===== src/rtl/latch_snapshot_streamer_if.sv =====
// Byte stream from the snapshot streamer to the UART transmit side.
// The master drives data/valid and the slave drives ready.
interface latch_snapshot_streamer_if;
   logic [7:0] tx_data;
   logic       tx_valid;
   logic       tx_ready;

   modport master (output tx_data, tx_valid, input  tx_ready);
   modport slave  (input  tx_data, tx_valid, output tx_ready);
endinterface


===== src/rtl/latch_snapshot_streamer.sv =====
// Freezes all pipeline latch words in one cycle and streams them as a framed byte dump.
// Define SNAPSHOT_CHECKSUM_EN to append an XOR-of-data-bytes checksum byte to each frame.
module latch_snapshot_streamer #(
   parameter int NUM_LATCHES = 16,
   parameter int DATA_W      = 32
) (
   input  logic                          clk,
   input  logic                          rst_n,
   input  logic [NUM_LATCHES*DATA_W-1:0] latch_bus,
   input  logic                          trigger,
   input  logic                          halt,
   latch_snapshot_streamer_if.master     tx,
   output logic                          busy,
   output logic                          done,
   output logic                          overrun
);
   localparam int BPW  = (DATA_W + 7) / 8;
   localparam int WI_W = (NUM_LATCHES > 1) ? $clog2(NUM_LATCHES) : 1;
   localparam int BI_W = (BPW > 1) ? $clog2(BPW) : 1;
   localparam logic [WI_W-1:0] LAST_WORD = WI_W'(NUM_LATCHES - 1);
   localparam logic [BI_W-1:0] LAST_BYTE = BI_W'(BPW - 1);
   localparam logic [7:0]      HDR_BYTE  = 8'hA5;
   localparam logic [7:0]      CNT_BYTE  = 8'(NUM_LATCHES);

   typedef enum logic [2:0] {
      S_IDLE = 3'd0,
      S_HDR  = 3'd1,
      S_CNT  = 3'd2,
      S_DATA = 3'd3,
`ifdef SNAPSHOT_CHECKSUM_EN
      S_CSUM = 3'd4,
`endif
      S_DONE = 3'd5
   } state_t;

   state_t                             state, state_nxt;
   logic [NUM_LATCHES-1:0][DATA_W-1:0] shadow;
   logic [WI_W-1:0]                    word_idx;
   logic [BI_W-1:0]                    byte_idx;
   logic                               halt_q;
   logic                               req;
   logic                               xfer;
   logic                               capture;
   logic                               last_data;
   logic [BPW*8-1:0]                   cur_word;
   logic [7:0]                         data_byte;

   // A held halt only requests on its rising edge.
   assign req       = trigger | (halt & ~halt_q);
   assign xfer      = tx.tx_valid & tx.tx_ready;
   assign capture   = (state == S_IDLE) & req;
   assign last_data = (word_idx == LAST_WORD) & (byte_idx == LAST_BYTE);
   assign busy      = (state != S_IDLE);
   assign done      = (state == S_DONE);

   // Zero-pad the word so bits above DATA_W read as 0 in its last byte.
   always_comb begin
      cur_word             = '0;
      cur_word[DATA_W-1:0] = shadow[word_idx];
      data_byte            = cur_word[byte_idx*8 +: 8];
   end

`ifdef SNAPSHOT_CHECKSUM_EN
   logic [7:0] csum;

   always_ff @(posedge clk or negedge rst_n) begin
      if (!rst_n)                      csum <= '0;
      else if (capture)                csum <= '0;
      else if (state == S_DATA && xfer) csum <= csum ^ data_byte;
   end
`endif

   always_ff @(posedge clk or negedge rst_n) begin
      if (!rst_n) state <= S_IDLE;
      else        state <= state_nxt;
   end

   // Counters move only on a transfer, so tx_data holds while the sink stalls.
   always_comb begin
      state_nxt   = state;
      tx.tx_valid = 1'b0;
      tx.tx_data  = 8'h00;
      case (state)
         S_IDLE: if (req) state_nxt = S_HDR;
         S_HDR: begin
            tx.tx_valid = 1'b1;
            tx.tx_data  = HDR_BYTE;
            if (tx.tx_ready) state_nxt = S_CNT;
         end
         S_CNT: begin
            tx.tx_valid = 1'b1;
            tx.tx_data  = CNT_BYTE;
            if (tx.tx_ready) state_nxt = S_DATA;
         end
         S_DATA: begin
            tx.tx_valid = 1'b1;
            tx.tx_data  = data_byte;
            if (tx.tx_ready && last_data) begin
`ifdef SNAPSHOT_CHECKSUM_EN
               state_nxt = S_CSUM;
`else
               state_nxt = S_DONE;
`endif
            end
         end
`ifdef SNAPSHOT_CHECKSUM_EN
         S_CSUM: begin
            tx.tx_valid = 1'b1;
            tx.tx_data  = csum;
            if (tx.tx_ready) state_nxt = S_DONE;
         end
`endif
         S_DONE:  state_nxt = S_IDLE;
         default: state_nxt = S_IDLE;
      endcase
   end

   always_ff @(posedge clk or negedge rst_n) begin
      if (!rst_n) begin
         halt_q   <= 1'b0;
         overrun  <= 1'b0;
         shadow   <= '0;
         word_idx <= '0;
         byte_idx <= '0;
      end else begin
         halt_q <= halt;
         if (req && state != S_IDLE) overrun <= 1'b1;
         if (capture) begin
            shadow   <= latch_bus;
            word_idx <= '0;
            byte_idx <= '0;
         end else if (state == S_DATA && xfer) begin
            if (byte_idx == LAST_BYTE) begin
               byte_idx <= '0;
               word_idx <= (word_idx == LAST_WORD) ? '0 : word_idx + 1'b1;
            end else begin
               byte_idx <= byte_idx + 1'b1;
            end
         end
      end
   end
endmodule


===== src/flat_wrapper.sv =====
// flat-port wrapper written by rule: the top's interface ports become plain ports
module latch_snapshot_streamer_flat 
#(
   parameter int NUM_LATCHES = 16,
   parameter int DATA_W      = 32
)
  (clk, rst_n, latch_bus, trigger, halt, busy, done, overrun, tx_tx_data, tx_tx_valid, tx_tx_ready);
  latch_snapshot_streamer_if tx_i ();
  input  logic clk;
  input  logic rst_n;
  input  logic [NUM_LATCHES*DATA_W-1:0] latch_bus;
  input  logic trigger;
  input  logic halt;
  output logic busy;
  output logic done;
  output logic overrun;
  output wire logic [$bits(tx_i.tx_data)-1:0] tx_tx_data;
  output wire logic [$bits(tx_i.tx_valid)-1:0] tx_tx_valid;
  input wire logic [$bits(tx_i.tx_ready)-1:0] tx_tx_ready;
  assign tx_tx_data = tx_i.tx_data;
  assign tx_tx_valid = tx_i.tx_valid;
  assign tx_i.tx_ready = tx_tx_ready;
  latch_snapshot_streamer #(.NUM_LATCHES(NUM_LATCHES), .DATA_W(DATA_W)) u_core (.clk(clk), .rst_n(rst_n), .latch_bus(latch_bus), .trigger(trigger), .halt(halt), .tx(tx_i), .busy(busy), .done(done), .overrun(overrun));
endmodule

===== config.mk =====
export PLATFORM = sky130hd
export DESIGN_NAME = latch_snapshot_streamer_flat
export DESIGN_NICKNAME = d
export VERILOG_FILES = /design/src/rtl/latch_snapshot_streamer_if.sv /design/src/rtl/latch_snapshot_streamer.sv /design/src/flat_wrapper.sv
export SDC_FILE = /design/constraint.sdc
export NUM_CORES = 1
export LEC_CHECK = 0
export BUFFER_PORTS_ARGS = -buffer_cell sky130_fd_sc_hd__buf_2
export CELL_PAD_IN_SITES_DETAIL_PLACEMENT = 2
export CELL_PAD_IN_SITES_GLOBAL_PLACEMENT = 2
export CORE_MARGIN = 1
export CORE_UTILIZATION = 38
export DETAILED_ROUTE_END_ITERATION = 8
export GPL_TIMING_DRIVEN = 0
export PLACE_DENSITY = 0.76
export SYNTH_ARGS = -nofsm -noshare
export SYNTH_HDL_FRONTEND = slang
export SYNTH_SLANG_ARGS = --single-unit

===== constraint.sdc =====
create_clock -name clk -period 2.9 [get_ports clk]
set_input_delay 0.145 -clock clk [delete_from_list [all_inputs] [get_ports clk]]
set_output_delay 0.145 -clock clk [all_outputs]
set_load 0.01 [all_outputs]

**Word level (Yosys, flattened, before mapping)**

Index checks and enable logic that the tools add are counted.

- Output and inout port bits: 12
- Logic and storage cells: 67
- Register bits: 523

- Shift operators: 1
- $add $sub $neg: 2
- $lt $le $gt $ge: 1
- Reductions and logical operators: 10
- Equality and inequality tests: 10
- Bitwise gates (word level): 6
- Multiplexer cells: 16

Operators with widths:

| operator | count |
|---|---|
| binary-select mux 32 bit (select 4 bit) | 1 |
| two-way mux 32 bit | 1 |
| indexed part select 32 x 6 -> 8 bit | 1 |
| one-hot mux 8 bit (3 select lines) | 1 |
| two-way mux 4 bit | 4 |
| two-way mux 3 bit | 4 |
| one-hot mux 3 bit (4 select lines) | 1 |
| == test 3 x 2 -> 1 bit, second input constant | 2 |
| two-way mux 2 bit | 3 |
| < comparator 4 x 5 -> 1 bit, second input constant | 1 |
| adder 4 x 1 -> 4 bit, second input constant | 1 |
| AND 1 bit | 4 |
| == test 4 bit, second input constant | 1 |
| != test 2 x 1 -> 1 bit, second input constant | 2 |
| != test 2 bit, second input constant | 2 |
| AND reduction 4 bit | 1 |
| nonzero test 2 bit | 2 |
| == test 3 x 1 -> 1 bit, second input constant | 1 |
| == test 3 bit, second input constant | 1 |
| logical AND 1 bit | 3 |
| zero test 3 bit | 1 |
| nonzero test 3 bit | 1 |
| OR reduction 3 bit | 1 |
| adder 2 x 1 -> 2 bit, second input constant | 1 |
| 5 further kinds | 5 |

**Depth between registers and ports, before layout**

- Depth after elaboration: 7
- Depth in mapped cells: 10

**Worst setup path before layout**

Ideal clock, no wire load.

- Path kind: reg2out
- Start: register u_core.word_idx[0]
- End: output tx_tx_data[1]
- Data arrival time: 2.174 ns
- Path buffers: 3
- Cell stages (with the launch flop): 8
- Path slack: 0.581 ns
- Path through: dfrtp_1 > buf_6 > buf_8 > buf_2 > mux4_2 > mux4_2 > mux2i_1 > o22ai_1

- Longest elaborated chain between the ends: 4

RTL lines:

| element | line | text |
|---|---|---|
| from (decl) | latch_snapshot_streamer.sv:38 | `logic [WI_W-1:0] word_idx;` |
| from (signal assigned) | latch_snapshot_streamer.sv:135 | `word_idx <= (word_idx == LAST_WORD) ? '0 : word_idx + 1'b1;` |
| binary-select mux 32 bit (select 4 bit) | latch_snapshot_streamer.sv:59 | `cur_word[DATA_W-1:0] = shadow[word_idx];` |
| two-way mux 32 bit (not written as such) | latch_snapshot_streamer.sv:59 |  |
| indexed part select 32 x 6 -> 8 bit | latch_snapshot_streamer.sv:60 | `data_byte = cur_word[byte_idx*8 +: 8];` |
| one-hot mux 8 bit (3 select lines) | latch_snapshot_streamer.sv:83 | `case (state)` |
| to (decl) | flat_wrapper.sv:17 | `output wire logic [$bits(tx_i.tx_data)-1:0] tx_tx_data;` |

Every way passes these cells. The select of a mux whose other input is x is not followed.

**Worst setup path after layout**

- Start: register u_core.word_idx[0]
- End: output tx_tx_data[0]

Same word-level chain as after synthesis.

==> impl_metrics.csv <==
group,metric,value,unit
place,place.gp.congestion,0.950,
yosys,ys_seq_area_share,55.2,%
clock_network,htree_levels,2,
run_status,status,"complete, but fails checks",
clock_network,cts_tree,"done",
critical_path,cp_data_required_time,2.76,ns
die,rows,91,
routing,vias,21800,
critical_path,r2r-end,"u_core.shadow[270]$_DFFE_PN0N_",
run_status,violations,"setup timing",
yosys,yosys_warnings,0,
yosys,synth_fp_nets,2005,
routing,routed_wl,154000,µm
yosys,ys.flop_type,"dfrtp_1",
timing,fin_hold_ws,0.0628,ns
cells_and_area,post-route-util,58.7,%
grt,grt_use_total,43.9,%
critical_path,ff2ff_setup_slack,-0.13,ns
timing,fmax,273,MHz
yosys,synth.avg_cell_area,15.9,µm²
power,powerDensity,957,mW/mm²
critical_path,reg2regPathDepth,7,
grt,grt_pass1_vias,24500,
clock_network,cts_buffers,61,
routing,wire_per_inst,43.0,µm
grt,grt_antenna_before_repair,46,
min_path,hp-class,"in2async",
timing,relSlewSlack,33.7,%
power,p_total,34600,µW
die,io_pins,529,
die,initial_core_util,38.5,%
timing,worst_slew_pin_slew,0.995,ns
critical_path,cp-end-kind,"output port",
die,die_h,252,µm
place,dpl.hpwl,77100,µm
cells_and_area,syn2layout_area_growth,52.5,%
yosys,synthAdderAreaFrac,0.106,%
die,design.core.area,0.0616,mm²
critical_path,crit_top_cell,"buf_16",
yosys,post_synth_inst_count,1486,
clock_network,cts.reportedPaths.clkPinSlew,0.08,ns
yosys,synth_compound_area_share,2.85,%
timing,hold_violations,0,
power,ir_drop,0.000968,V
yosys,synth_mux_area_share,37.9,%
yosys,yosys_register_bits,523,
clock_network,insertion_delay,0.65,ns
clock_network,ctsLongestPathBuffers,3,
timing,finalCritPeriodShare,126,%
critical_path,critical_path_buf_inv_count,7,
timing,setup_violations,174,
clock_network,clock_sinks,523,
routing,viasPerCell,6.09,
yosys,synth-async-reset-ratio,100,%
die,dieWidth,252,µm
yosys,yosys.area_share.simple,1.43,%
critical_path,critPathCapture,"tx_tx_data[0]",
critical_path,crit_type,"reg2out",
yosys,synthDistinctLibCells,41,
yosys,synth_edf_count,0,
routing,drtIter0Drc,1946,
routing,antenna_left,0,
timing,setup_slack,-0.757,ns
timing,rsz0062_at_grt,"true",
timing,maxSlewViolCount,0,
critical_path,cp_slowest_cell,"mux4_2",
grt,grt_max_degree,121,
place,port_buffers,528,
critical_path,path_max_fanout,7,
yosys,synth-xor-area-share,0,%
grt,grt_pass1_wl,192000,µm
routing,first_pass_iters,5,
critical_path,r2r_start,"u_core.state[2]$_DFFE_PN0P_",
grt,grt_overflow_total,0,
critical_path,critPathLaunchType,"register",
routing,drc,0,
critical_path,arrival,3.51,ns
yosys,synth_area,0.0237,mm²
critical_path,worstSetupPathDepth,11,
die,die_area,0.0633,mm²
job,drv_cap,0,
critical_path,worstSetupStartpoint,"u_core.word_idx[0]$_DFFE_PN0P_",
clock_network,cts-root-buf,"clkbuf_16",
timing,finClkSkew,0.0247,ns
power,p_leak,0.0158,µW
cells_and_area,drive_gt1_share,54.2,%
critical_path,crit_family,"buffers and inverters",
critical_path,path_cells,"buf_12 > buf_16 > buf_16 > buf_16 > buf_4 > buf_12 > mux4_2 > a21oi_4 > a22oi_2 > a211o_1 > buf_2",
yosys,synth_top_family_by_area,"multiplexers",
timing,fin_crit,3.66,ns
critical_path,slowest_delay,0.59,ns
cells_and_area,nets,3150,
how the worst min path moves through the flow:
stage / from / end / slack, ns / cells past startpoint
after floorplan: rst_n / u_core.byte_idx[0]$_DFFE_PN0P_ / -0.15 / 0
after global placement: halt / u_core.halt_q$_DFF_PN0_ / 0.27 / 1
after detailed placement: rst_n / u_core.shadow[424]$_DFFE_PN0N_ / 0.20 / 1
after CTS: rst_n / u_core.shadow[424]$_DFFE_PN0N_ / 0.12 / 2
after global routing: rst_n / u_core.shadow[431]$_DFFE_PN0N_ / 0.14 / 2
final: rst_n / u_core.shadow[431]$_DFFE_PN0N_ / 0.06 / 2
metrics by stage:
stage | cells | TNS, ns | area (µm²) | setup WS (ns)
after floorplan | 1486 | 0 | 23700 | 0.581
after global placement | 2851 | -4858.43 | 27400 | -9.13
after detailed placement | 2855 | -149.97 | 27500 | -1.09
after CTS | 3508 | -4.03 | 35600 | -0.547
after global routing | 3578 | -12.28 | 36100 | -0.776
final | 3579 | -13.14 | 36100 | -0.757
routing by layer:
metal,share of wire [%],GRT usage (%),up-vias
met2,48,77.1,1745
met3,8.4,10.4,866
met4,11,33.2,12
met5,0.053,0,-
met1,32,45.4,11200
li1,-,-,7975
logic make-up after synthesis:
kind of cell,Yosys count
AOI/OAI and AO/OA,92
adders and majority gates,2
buffers and inverters,109
DFF,523
muxes,690
and+or+nand+nor,70
power breakdown:
part | internal, µW | total (µW) | switching (µW)
Sequential | 9400 | 11600 | 2220
Combinational | 6600 | 14400 | 7840
Clock | 4710 | 8530 | 3820
Total | 20700 | 34600 | 13900
worst register-to-register path, cell delays in order (launching register included):
cell,delay [ns]
dfrtp_1,0.36
clkbuf_1,0.23
nor3_2,0.29
inv_1,0.19
nor2_4,0.35
clkbuf_1,0.52
buf_2,0.54
mux2_2,0.44
cells in the mapped netlist, types with 5 or more instances:
cell type  number  area share, %
a2111oi_0       5           0.18
a211o_1         9           0.33
a211oi_1        6           0.19
a21oi_1        18           0.38
a22o_1          5           0.18
a22oi_1        11           0.35
buf_1           8           0.13
buf_2          68            1.4
buf_6           7           0.33
clkbuf_1       16           0.25
dfrtp_1       523             55
mux2_2        521             25
mux2i_1        57            2.4
mux4_1          6           0.67
mux4_2        106             10
nand2_1        15           0.24
nand3_1        11           0.23
nor2_1         19           0.30
nor2b_1         9           0.24
o221ai_1       10           0.37
o22ai_1        13           0.34
flip-flops by register name, summed over array words and instances (netlist names):
name / count
u_core.overrun: 1
u_core.state: 3
u_core.halt_q: 1
u_core.byte_idx: 2
u_core.shadow: 512
u_core.word_idx: 4
cell type report:
class / count / area (µm²)
fill: 5423 / 25500
sequential: 523 / 13100
multi-input combinational: 854 / 10500
timing repair buffer: 1083 / 8380
clock buffer: 94 / 1840
tap: 837 / 1050
buffer: 104 / 941
clock inverter: 18 / 203
antenna: 62 / 155
inverter: 4 / 15.0
layout by cell type (no fill, tap or decap), types with 5 or more instances in the layout:
cell           count
clkbuf_8          19
nor2b_1            7
clkbuf_16         62
nand2_1           15
a22oi_1            5
buf_4             36
mux2_4             5
clkinv_2          10
o22ai_1            7
o221ai_2           5
dfrtp_1          522
buf_2            567
buf_6             18
dlygate4sd3_1    516
a211o_1            9
mux2i_1           39
a21oi_1           15
buf_12            11
mux2i_2            9
mux4_2           108
buf_8              7
clkbuf_1          21
mux2_2           516
diode_2           62
clkbuf_2           7
a22oi_2            6
mux2i_4            9
buf_16            14
nand3_1           10
nor2_1            16
repair_timing:
item / in CTS / in global routing
hold endpoints to repair: 590 / 0
buffers inserted: 23 / 9
setup endpoints to repair: 520 / 284
gates resized for setup: 175 / 51
hold buffers: 516 / 0
cloned: 3 / 0
pin swaps: 10 / 14
(Power assumes the default switching activity.)
